`config.mk`:
```
export PLATFORM = sky130hd
export DESIGN_NAME = pe_array_seq
export DESIGN_NICKNAME = d
export VERILOG_FILES = /design/src/rtl/pe_array_seq.sv
export SDC_FILE = /design/constraint.sdc
export NUM_CORES = 1
export LEC_CHECK = 0
export ABC_AREA = 1
export CORE_UTILIZATION = 39
export DETAILED_ROUTE_END_ITERATION = 7
export GPL_TIMING_DRIVEN = 0
export HOLD_SLACK_MARGIN = 0.05
export SLEW_MARGIN = 25
export SYNTH_ARGS = -nofsm -noshare
export SYNTH_HDL_FRONTEND = slang
export SYNTH_SLANG_ARGS = --single-unit
```
`constraint.sdc`:
```
create_clock -name clk_in -period 2.2 [get_ports clk_in]
set_input_delay 0.44 -clock clk_in [delete_from_list [all_inputs] [get_ports clk_in]]
set_output_delay 0.44 -clock clk_in [all_outputs]
set_load 0.03 [all_outputs]
```
`src/rtl/pe_array_seq.sv`:
```
// pe_array_seq: sequencer feeding the binarized PE array for one output tile.
// Streams O_CH weight words then one activation word per column group, waits
// out the array pipeline, buffers the O_CH serialized partial sums and hands
// them back through a valid/ready result port.
module pe_array_seq #(
  parameter int DATA_W     = 27,
  parameter int PSUM_W     = 14,
  parameter int ROW_LENGTH = 11,
  parameter int O_CH       = 8,
  parameter int K          = 10,
  parameter int DRAIN      = 3
) (
  input  logic              clk_in,
  input  logic              rst_in,
  input  logic              start,
  output logic              busy,
  output logic              done,
  input  logic [DATA_W-1:0] w_data,
  input  logic              w_valid,
  output logic              w_ready,
  input  logic [DATA_W-1:0] a_data,
  input  logic              a_valid,
  output logic              a_ready,
  output logic              pe_rst_n,
  output logic [DATA_W-1:0] pe_data,
  output logic              pe_valid,
  input  logic [PSUM_W-1:0] psum_in,
  output logic [PSUM_W-1:0] res_data,
  output logic              res_valid,
  input  logic              res_ready,
  output logic              res_last
);

  // Counter widths. The drain counter counts 0..DRAIN-1 (DRAIN must be >= 1).
  localparam int GROUPS = ROW_LENGTH * K;
  localparam int SW     = $clog2(O_CH + 1);
  localparam int GW     = $clog2(GROUPS + 1);
  localparam int PW     = (O_CH > 1) ? $clog2(O_CH) : 1;
  localparam int CW     = $clog2(O_CH + 1);
  localparam int DW     = (DRAIN > 1) ? $clog2(DRAIN) : 1;

  localparam logic [SW-1:0] S_ACT      = SW'(O_CH);
  localparam logic [GW-1:0] G_LAST     = GW'(GROUPS - 1);
  localparam logic [PW-1:0] ROW_LAST   = PW'(O_CH - 1);
  localparam logic [DW-1:0] DRAIN_LAST = DW'(DRAIN - 1);

  typedef enum logic [2:0] {
    ST_IDLE,
    ST_CLEAR,
    ST_FEED,
    ST_DRAIN,
    ST_COLLECT,
    ST_FLUSH
  } state_t;

  state_t            state_reg;
  state_t            state_next;
  logic              clr_cnt_reg;
  logic [SW-1:0]     s_reg;
  logic [GW-1:0]     g_reg;
  logic [DW-1:0]     d_reg;
  logic [DATA_W-1:0] pe_data_reg;
  logic              pe_valid_reg;
  logic              pe_rst_n_reg;
  logic              done_reg;
  logic [PSUM_W-1:0] buf_mem [0:O_CH-1];
  logic [PW-1:0]     wr_ptr_reg;
  logic [PW-1:0]     rd_ptr_reg;
  logic [CW-1:0]     count_reg;

  logic w_fire;
  logic a_fire;
  logic feed_fire;
  logic capture;
  logic pop;
  logic last_pop;

  // Source handshakes: strict slot order, weights for s<O_CH, activation at s==O_CH.
  assign w_ready   = (state_reg == ST_FEED) && (s_reg != S_ACT);
  assign a_ready   = (state_reg == ST_FEED) && (s_reg == S_ACT);
  assign w_fire    = w_valid && w_ready;
  assign a_fire    = a_valid && a_ready;
  assign feed_fire = w_fire || a_fire;

  // One psum row is captured every COLLECT cycle; wr_ptr doubles as the row index.
  assign capture   = (state_reg == ST_COLLECT);
  assign res_valid = (count_reg != '0);
  assign res_data  = buf_mem[rd_ptr_reg];
  assign res_last  = res_valid && (rd_ptr_reg == ROW_LAST);
  assign pop       = res_valid && res_ready;
  assign last_pop  = pop && res_last;

  assign busy     = (state_reg != ST_IDLE);
  assign done     = done_reg;
  assign pe_rst_n = pe_rst_n_reg;
  assign pe_data  = pe_data_reg;
  assign pe_valid = pe_valid_reg;

  // Next-state logic for the tile sequence.
  always_comb begin
    state_next = state_reg;
    case (state_reg)
      ST_IDLE:    if (start) state_next = ST_CLEAR;
      ST_CLEAR:   if (clr_cnt_reg) state_next = ST_FEED;
      ST_FEED:    if (a_fire && (g_reg == G_LAST)) state_next = ST_DRAIN;
      ST_DRAIN:   if (d_reg == DRAIN_LAST) state_next = ST_COLLECT;
      ST_COLLECT: if (wr_ptr_reg == ROW_LAST) state_next = ST_FLUSH;
      ST_FLUSH:   if (last_pop) state_next = ST_IDLE;
      default:    state_next = ST_IDLE;
    endcase
  end

  // State register.
  always_ff @(posedge clk_in) begin
    if (!rst_in) begin
      state_reg <= ST_IDLE;
    end else begin
      state_reg <= state_next;
    end
  end

  // CLEAR lasts two cycles: this bit marks the second one.
  always_ff @(posedge clk_in) begin
    if (!rst_in) begin
      clr_cnt_reg <= 1'b0;
    end else begin
      clr_cnt_reg <= (state_reg == ST_CLEAR) ? ~clr_cnt_reg : 1'b0;
    end
  end

  // Slot (s) and column-group (g) counters advance only on accepted words.
  always_ff @(posedge clk_in) begin
    if (!rst_in) begin
      s_reg <= '0;
      g_reg <= '0;
    end else if (state_reg != ST_FEED) begin
      s_reg <= '0;
      g_reg <= '0;
    end else if (a_fire) begin
      s_reg <= '0;
      g_reg <= (g_reg == G_LAST) ? '0 : g_reg + GW'(1);
    end else if (w_fire) begin
      s_reg <= s_reg + SW'(1);
    end
  end

  // Drain counter: the cycle after the last fed word is observed counts as 0,
  // so row 0 is captured DRAIN cycles after the last live pe_valid.
  always_ff @(posedge clk_in) begin
    if (!rst_in) begin
      d_reg <= '0;
    end else if (state_reg == ST_DRAIN) begin
      d_reg <= d_reg + DW'(1);
    end else begin
      d_reg <= '0;
    end
  end

  // PE word register: one-cycle latency from handshake; data holds when idle.
  always_ff @(posedge clk_in) begin
    if (!rst_in) begin
      pe_data_reg  <= '0;
      pe_valid_reg <= 1'b0;
    end else begin
      pe_valid_reg <= feed_fire;
      if (feed_fire) begin
        pe_data_reg <= a_fire ? a_data : w_data;
      end
    end
  end

  // PE array reset follows CLEAR exactly, and is held low through our own reset.
  always_ff @(posedge clk_in) begin
    if (!rst_in) begin
      pe_rst_n_reg <= 1'b0;
    end else begin
      pe_rst_n_reg <= (state_next != ST_CLEAR);
    end
  end

  // Completion pulse in the cycle after the final result handshake.
  always_ff @(posedge clk_in) begin
    if (!rst_in) begin
      done_reg <= 1'b0;
    end else begin
      done_reg <= (state_reg == ST_FLUSH) && last_pop;
    end
  end

  // Result buffer storage; validity is tracked by the occupancy count alone.
  always_ff @(posedge clk_in) begin
    if (capture) begin
      buf_mem[wr_ptr_reg] <= psum_in;
    end
  end

  // Buffer pointers and occupancy; capture and pop in one cycle both apply.
  always_ff @(posedge clk_in) begin
    if (!rst_in) begin
      wr_ptr_reg <= '0;
      rd_ptr_reg <= '0;
      count_reg  <= '0;
    end else begin
      if (capture) begin
        wr_ptr_reg <= (wr_ptr_reg == ROW_LAST) ? '0 : wr_ptr_reg + PW'(1);
      end
      if (pop) begin
        rd_ptr_reg <= (rd_ptr_reg == ROW_LAST) ? '0 : rd_ptr_reg + PW'(1);
      end
      if (capture && !pop) begin
        count_reg <= count_reg + CW'(1);
      end else if (!capture && pop) begin
        count_reg <= count_reg - CW'(1);
      end
    end
  end

endmodule

```
=== Word level (Yosys, flattened, before mapping) ===
Memory sizes are Yosys's and may differ from the RTL's. A register that Yosys moved wholly into a read port is not among the register bits.
Cells that the tools add are included.

* Reduce and logical (&&, ||, !) cells: 22
* Eq/ne operators: 13
* Mux-type cells: 17
* Bitwise gates (word level): 2
* Add/subtract/negate cells: 7

{| class="wikitable"
|+ Operators by type and width
! cell !! number
|-
| two-way mux 3 bit || 10
|-
| two-way mux 27 bit || 1
|-
| one-hot mux 3 bit (6 select lines) || 1
|-
| equality test 3 bit (second input constant) || 4
|-
| logical AND 1 bit || 11
|-
| adder 4 x 1 -> 4 bit (second input constant) || 2
|-
| two-way mux 4 bit || 2
|-
| adder 7 x 1 -> 7 bit (second input constant) || 1
|-
| equality test 7 bit (second input constant) || 1
|-
| two-way mux 7 bit || 1
|-
| adder 3 x 1 -> 3 bit (second input constant) || 2
|-
| equality test 3 x 2 -> 1 bit (second input constant) || 2
|-
| equality test 4 bit (second input constant) || 1
|-
| != test 4 bit (second input constant) || 1
|-
| AND reduction 2 bit || 2
|-
| nonzero test 4 bit || 1
|-
| subtractor 4 x 1 -> 4 bit (second input constant) || 1
|-
| equality test 3 x 1 -> 1 bit (second input constant) || 1
|-
| logical NOT 3 bit || 1
|-
| != test 3 x 1 -> 1 bit (second input constant) || 1
|-
| != test 3 x 2 -> 1 bit (second input constant) || 1
|-
| nonzero test 3 bit || 1
|-
| OR reduction 3 bit || 1
|-
| adder 2 x 1 -> 2 bit (second input constant) || 1
|-
| 7 further kinds || 10
|}

* Word-level logic and storage cells: 74
* Flip-flop bits (word level): 57
* RAM bits: 112
* Memories kept: 1
* Output and inout port bits: 49

{| class="wikitable"
|+ Memory list
! name !! words !! bits a word !! rd ports !! clocked after memory_dff !! write ports !! line !! text
|-
| buf_mem || 8 || 14 || 1 || 1 || 1 || 66 || <nowiki>logic [PSUM_W-1:0] buf_mem [0:O_CH-1];</nowiki>
|}

=== Depth between registers and ports, before layout ===
* Word-level depth: 7
* Gate-level depth with buffers: 13
* Gate-level depth less buffers: 13

=== Worst setup path after synthesis ===
Ideal clock, no wire load.

* Path kind: reg-to-reg
* From: register count_reg[0]
* To: register count_reg[3]
* Data required time: 2.068 ns
* Library setup time: 0.132 ns
* Buffers on the path: 0
* Cell stages (with the launch flop): 13
* Data arrival time: 1.908 ns
* Setup slack: 0.160 ns
* Clock period less this slack: 2.040 ns
* Cell sequence: dfxtp_1 -> nor2_1 -> nand2_1 -> nand2_1 -> ha_1 -> inv_1 -> ha_1 -> nand2_1 -> nand2_1 -> o21ai_0 -> nand2_1 -> nand2_1 -> a21oi_1

* Longest elaborated chain between the ends: 5
* Elaborated cells between the ends (all ways): 10

{| class="wikitable"
|+ RTL lines
! item !! line !! text
|-
| start: declaration || 69 || <nowiki>logic [CW-1:0] count_reg;</nowiki>
|-
| start signal: assignment || 211 || <nowiki>count_reg <= count_reg + CW'(1);</nowiki>
|-
| start signal: assignment || 213 || <nowiki>count_reg <= count_reg - CW'(1);</nowiki>
|-
| nonzero test 4 bit (*) || 87 || <nowiki>assign res_valid = (count_reg != '0);</nowiki>
|-
| net res_valid || 29 || <nowiki>output logic res_valid,</nowiki>
|-
| logical AND 1 bit (*) || 90 || <nowiki>assign pop = res_valid && res_ready;</nowiki>
|-
| logical NOT 1 bit || 210 || <nowiki>if (capture && !pop) begin</nowiki>
|-
| logical AND 1 bit || 210 ||
|-
| two-way mux 4 bit / nonzero test 2 bit (equally long branches) || n/a ||
|}

Mark *: on every way through the listed nets, which the timed path passes. The rest lies on a longest branch. The select of a mux whose other input is x is not followed.
A chain may end at the register's enable or synchronous reset.

==> flow_summary_export.csv <==
group,metric,value,unit
synthesis,synth_cell_types,37,
setup_path,path_delay_family,"buffers and inverters",
grt,grtUsageTotal,19.9,%
timing,fin_crit_sh,100,%
power,leakage,3.77,nW
synthesis,synth.avg_cell_area,10.1,um2
status,violations,"negative setup slack",
setup_path,r2r_slack,0.15,ns
synthesis,synth_common_cells,"nand2_1 (154), edfxtp_1 (112), inv_1 (85)",
status,status,"finished with violations",
floorplan,rows,50,
drt,drt_pass1_iterations,5,
grt,antenna_found_initial,0,
power,ir_worst_vdd,0.000512,V
clock_network,cts_buffer_depth,2,
setup_path,cp_data_arrival_time,1.76,ns
drt,via_count,5757,
setup_path,r2r-start,"state_reg[1]$_SDFF_PN0_",
synthesis,yosysWarnings,0,
power,power.total,9.17,mW
placement,gp_congestion,0.764,
synthesis,syn_inst,756,
floorplan,initial_core_util,40.3,%
synthesis,ys_ff_latch,172,
final_layout,nFillCells,1725,
floorplan,core-area,0.0190,mm2
min_path,min_path_type,"reg -> reg",
final_layout,largest_reg_flops,112,
timing,fin_crit,2.20,ns
synthesis,synth_most_common_cell,"nand2_1",
floorplan,pin_count,123,
timing,hold_viol,0,
setup_path,crit_fanout,11,
synthesis,synth_edf_count,112,
synthesis,synth_area_leaders,"edfxtp_1 (44%), dfxtp_1 (16%), nand2_1 (7.6%)",
timing,setup_violations,1,
drt,first_iter_violations,372,
setup_path,path_depth,8,
flow_run,max_cap_viol_count,0,
clock_network,clkLatencyLatePin,0.43,ns
placement,dp_hpwl,13100,um
placement,port_buffers,122,
setup_path,cp.required,1.76,ns
placement,pre_cts_slack,-0.516,ns
setup_path,cp-endpoint,"res_data[12]",
synthesis,ys_seq_area_share,59.8,%
floorplan,dieArea,0.0201,mm2
setup_path,worst_path_max_delay_cell,"dfxtp_4",
drt,ant_nets,0,
setup_path,r2r-end,"buf_mem[6][1]$_DFFE_PP_",
timing,fmax,0.454,GHz
clock_network,cts_buffers,17,
final_layout,drive_above_1_share,17.0,%
clock_network,cts_tree,"yes",
timing,finClkSkew,0.0172,ns
final_layout,num-nets-final,998,
setup_path,worst-path-buf-inv,4,
grt,grt_max_degree,19,
setup_path,worst-setup-path-type,"reg -> out",
setup_path,critPathLaunchType,"flop",
grt,grt_pass1_wl,30100,um
synthesis,synth_largest_area_cell,"edfxtp_1",
clock_network,h-tree-depth,4,
synthesis,ys_dominant_reg_cell,"edfxtp_1",
clock_network,path_clk_slew,0.07,ns
floorplan,die_width,142,um
setup_path,slowest_delay,0.37,ns
timing,maxSlewViolCount,0,
timing,setup_slack,-0.00129,ns
setup_path,end_kind,"output port",
clock_network,root_buffer,"clkbuf_16",
synthesis,syn_area,0.00763,mm2
synthesis,synth.top_cell.area_share,44.1,%
clock_network,cts_sinks,172,
synthesis,syn-num-nets,843,
grt,globalRoute.totalOverflow,0,
timing,rsz0062_at_grt,"yes",
timing,worstMarginPinSlew,0.802,ns
setup_path,worstPathCellList,"buf_12 -> clkinv_8 -> buf_12 -> nor2_1 -> o22ai_1 -> nand2_1 -> nand2_1 -> buf_4",
final_layout,syn_to_final_growth,33.6,%
power,powerDensity,900,mW/mm2
timing,max-slew-margin-rel,46.5,%
clock_network,ctsHoldBuffers,0,
grt,first_global_vias,5775,
timing,tns,-0.00129,ns
synthesis,synthArstFlopShare,0,%
drt,drc,0,
floorplan,die_h,142,um
setup_path,r2r_cells,4,
drt,viasPerCell,4.87,
final_layout,antenna_cells,0,
drt,routed_wl,19200,um
drt,wire_per_inst,16.3,um
## report_power, final
group	leakage [nW]	total, mW	switching (mW)	internal, mW
Combinational	2.01	2.69	1.46	1.23
Clock	0.268	2.88	1.30	1.58
Sequential	1.49	3.60	0.0848	3.51
## cell type report
class / instances / area [um2] / share of cell area (%)
buffer: 35 / 328 / 3.22
clock buffer: 17 / 425 / 4.17
clock inverter: 14 / 136 / 1.34
inverter: 88 / 345 / 3.39
multi-input combinational: 460 / 2630 / 25.8
sequential: 172 / 4570 / 44.8
tap: 260 / 325 / 3.19
timing repair buffer: 137 / 1440 / 14.1
## timing repair
item                                   CTS  global route
setup buffers                            3             1
resized for setup                      128            71
setup endpoints to repair               32            67
endpoints found under the hold margin    0             0
pin swaps                                0            11
cloned                                   0             5
## metrics by stage
step	instance area, um2	util [%]	hold slack (ns)	cells
6_report	10200	53.8	0.420	1183
2_1_floorplan	7630	-	0.398	756
3_3_place_gp	9180	48.4	0.411	1138
4_1_cts	9910	52.3	0.421	1177
5_1_grt	10200	53.8	0.455	1183
3_5_place_dp	9270	48.9	0.411	1144
## cell usage in the layout, fill, tap and decap left out, types with 10 or more instances in the layout
cell	netlist	routed
nand2_1	154	148
edfxtp_1	112	112
clkdlybuf4s50_1	0	104
inv_1	85	84
dfxtp_1	60	58
nor2_1	62	47
o21ai_0	37	36
nand4_1	32	32
nand3_1	30	30
a21oi_1	30	30
o22ai_1	28	27
mux2i_1	28	23
buf_6	5	22
clkbuf_16	0	22
nor2_2	2	15
a21oi_2	14	14
ha_1	12	12
buf_2	14	11
nand3_2	10	10
## cells by family (layout without fill, tap and decap cells)
logic type / count (synthesis) / after routing / synth area share (%)
adders and majority gates: 13 / 13 / 2.23
buffers and inverters: 124 / 291 / 7.00
AOI/OAI and AO/OA: 113 / 113 / 8.64
and+or+nand+nor: 302 / 302 / 18.2
muxes: 28 / 28 / 3.67
xor gates and xnor gates: 4 / 4 / 0.459
DFF: 172 / 172 / 59.8
## worst min-delay path by stage
stage,from,end,slack [ns],cells past startpoint
after global placement,d_reg[0]$_SDFF_PN0_,d_reg[0]$_SDFF_PN0_,0.41,1
after CTS,d_reg[0]$_SDFF_PN0_,d_reg[0]$_SDFF_PN0_,0.42,1
after floorplan,d_reg[0]$_SDFF_PN0_,d_reg[0]$_SDFF_PN0_,0.40,1
final,d_reg[0]$_SDFF_PN0_,d_reg[0]$_SDFF_PN0_,0.42,1
after detailed placement,d_reg[0]$_SDFF_PN0_,d_reg[0]$_SDFF_PN0_,0.41,1
after global routing,d_reg[0]$_SDFF_PN0_,d_reg[0]$_SDFF_PN0_,0.45,1
## per-layer routing
| metal | vias to the layer above | global-route usage (%) | wire length, um |
|---|---|---|---|
| met5 | - | 0 | 0 |
| met4 | 0 | 5.83 | 207 |
| met3 | 18 | 6.85 | 1620 |
| met2 | 173 | 34.0 | 9250 |
| met1 | 2663 | 23.5 | 8140 |
| li1 | 2903 | - | - |
Power figures use the tool's default switching activity.
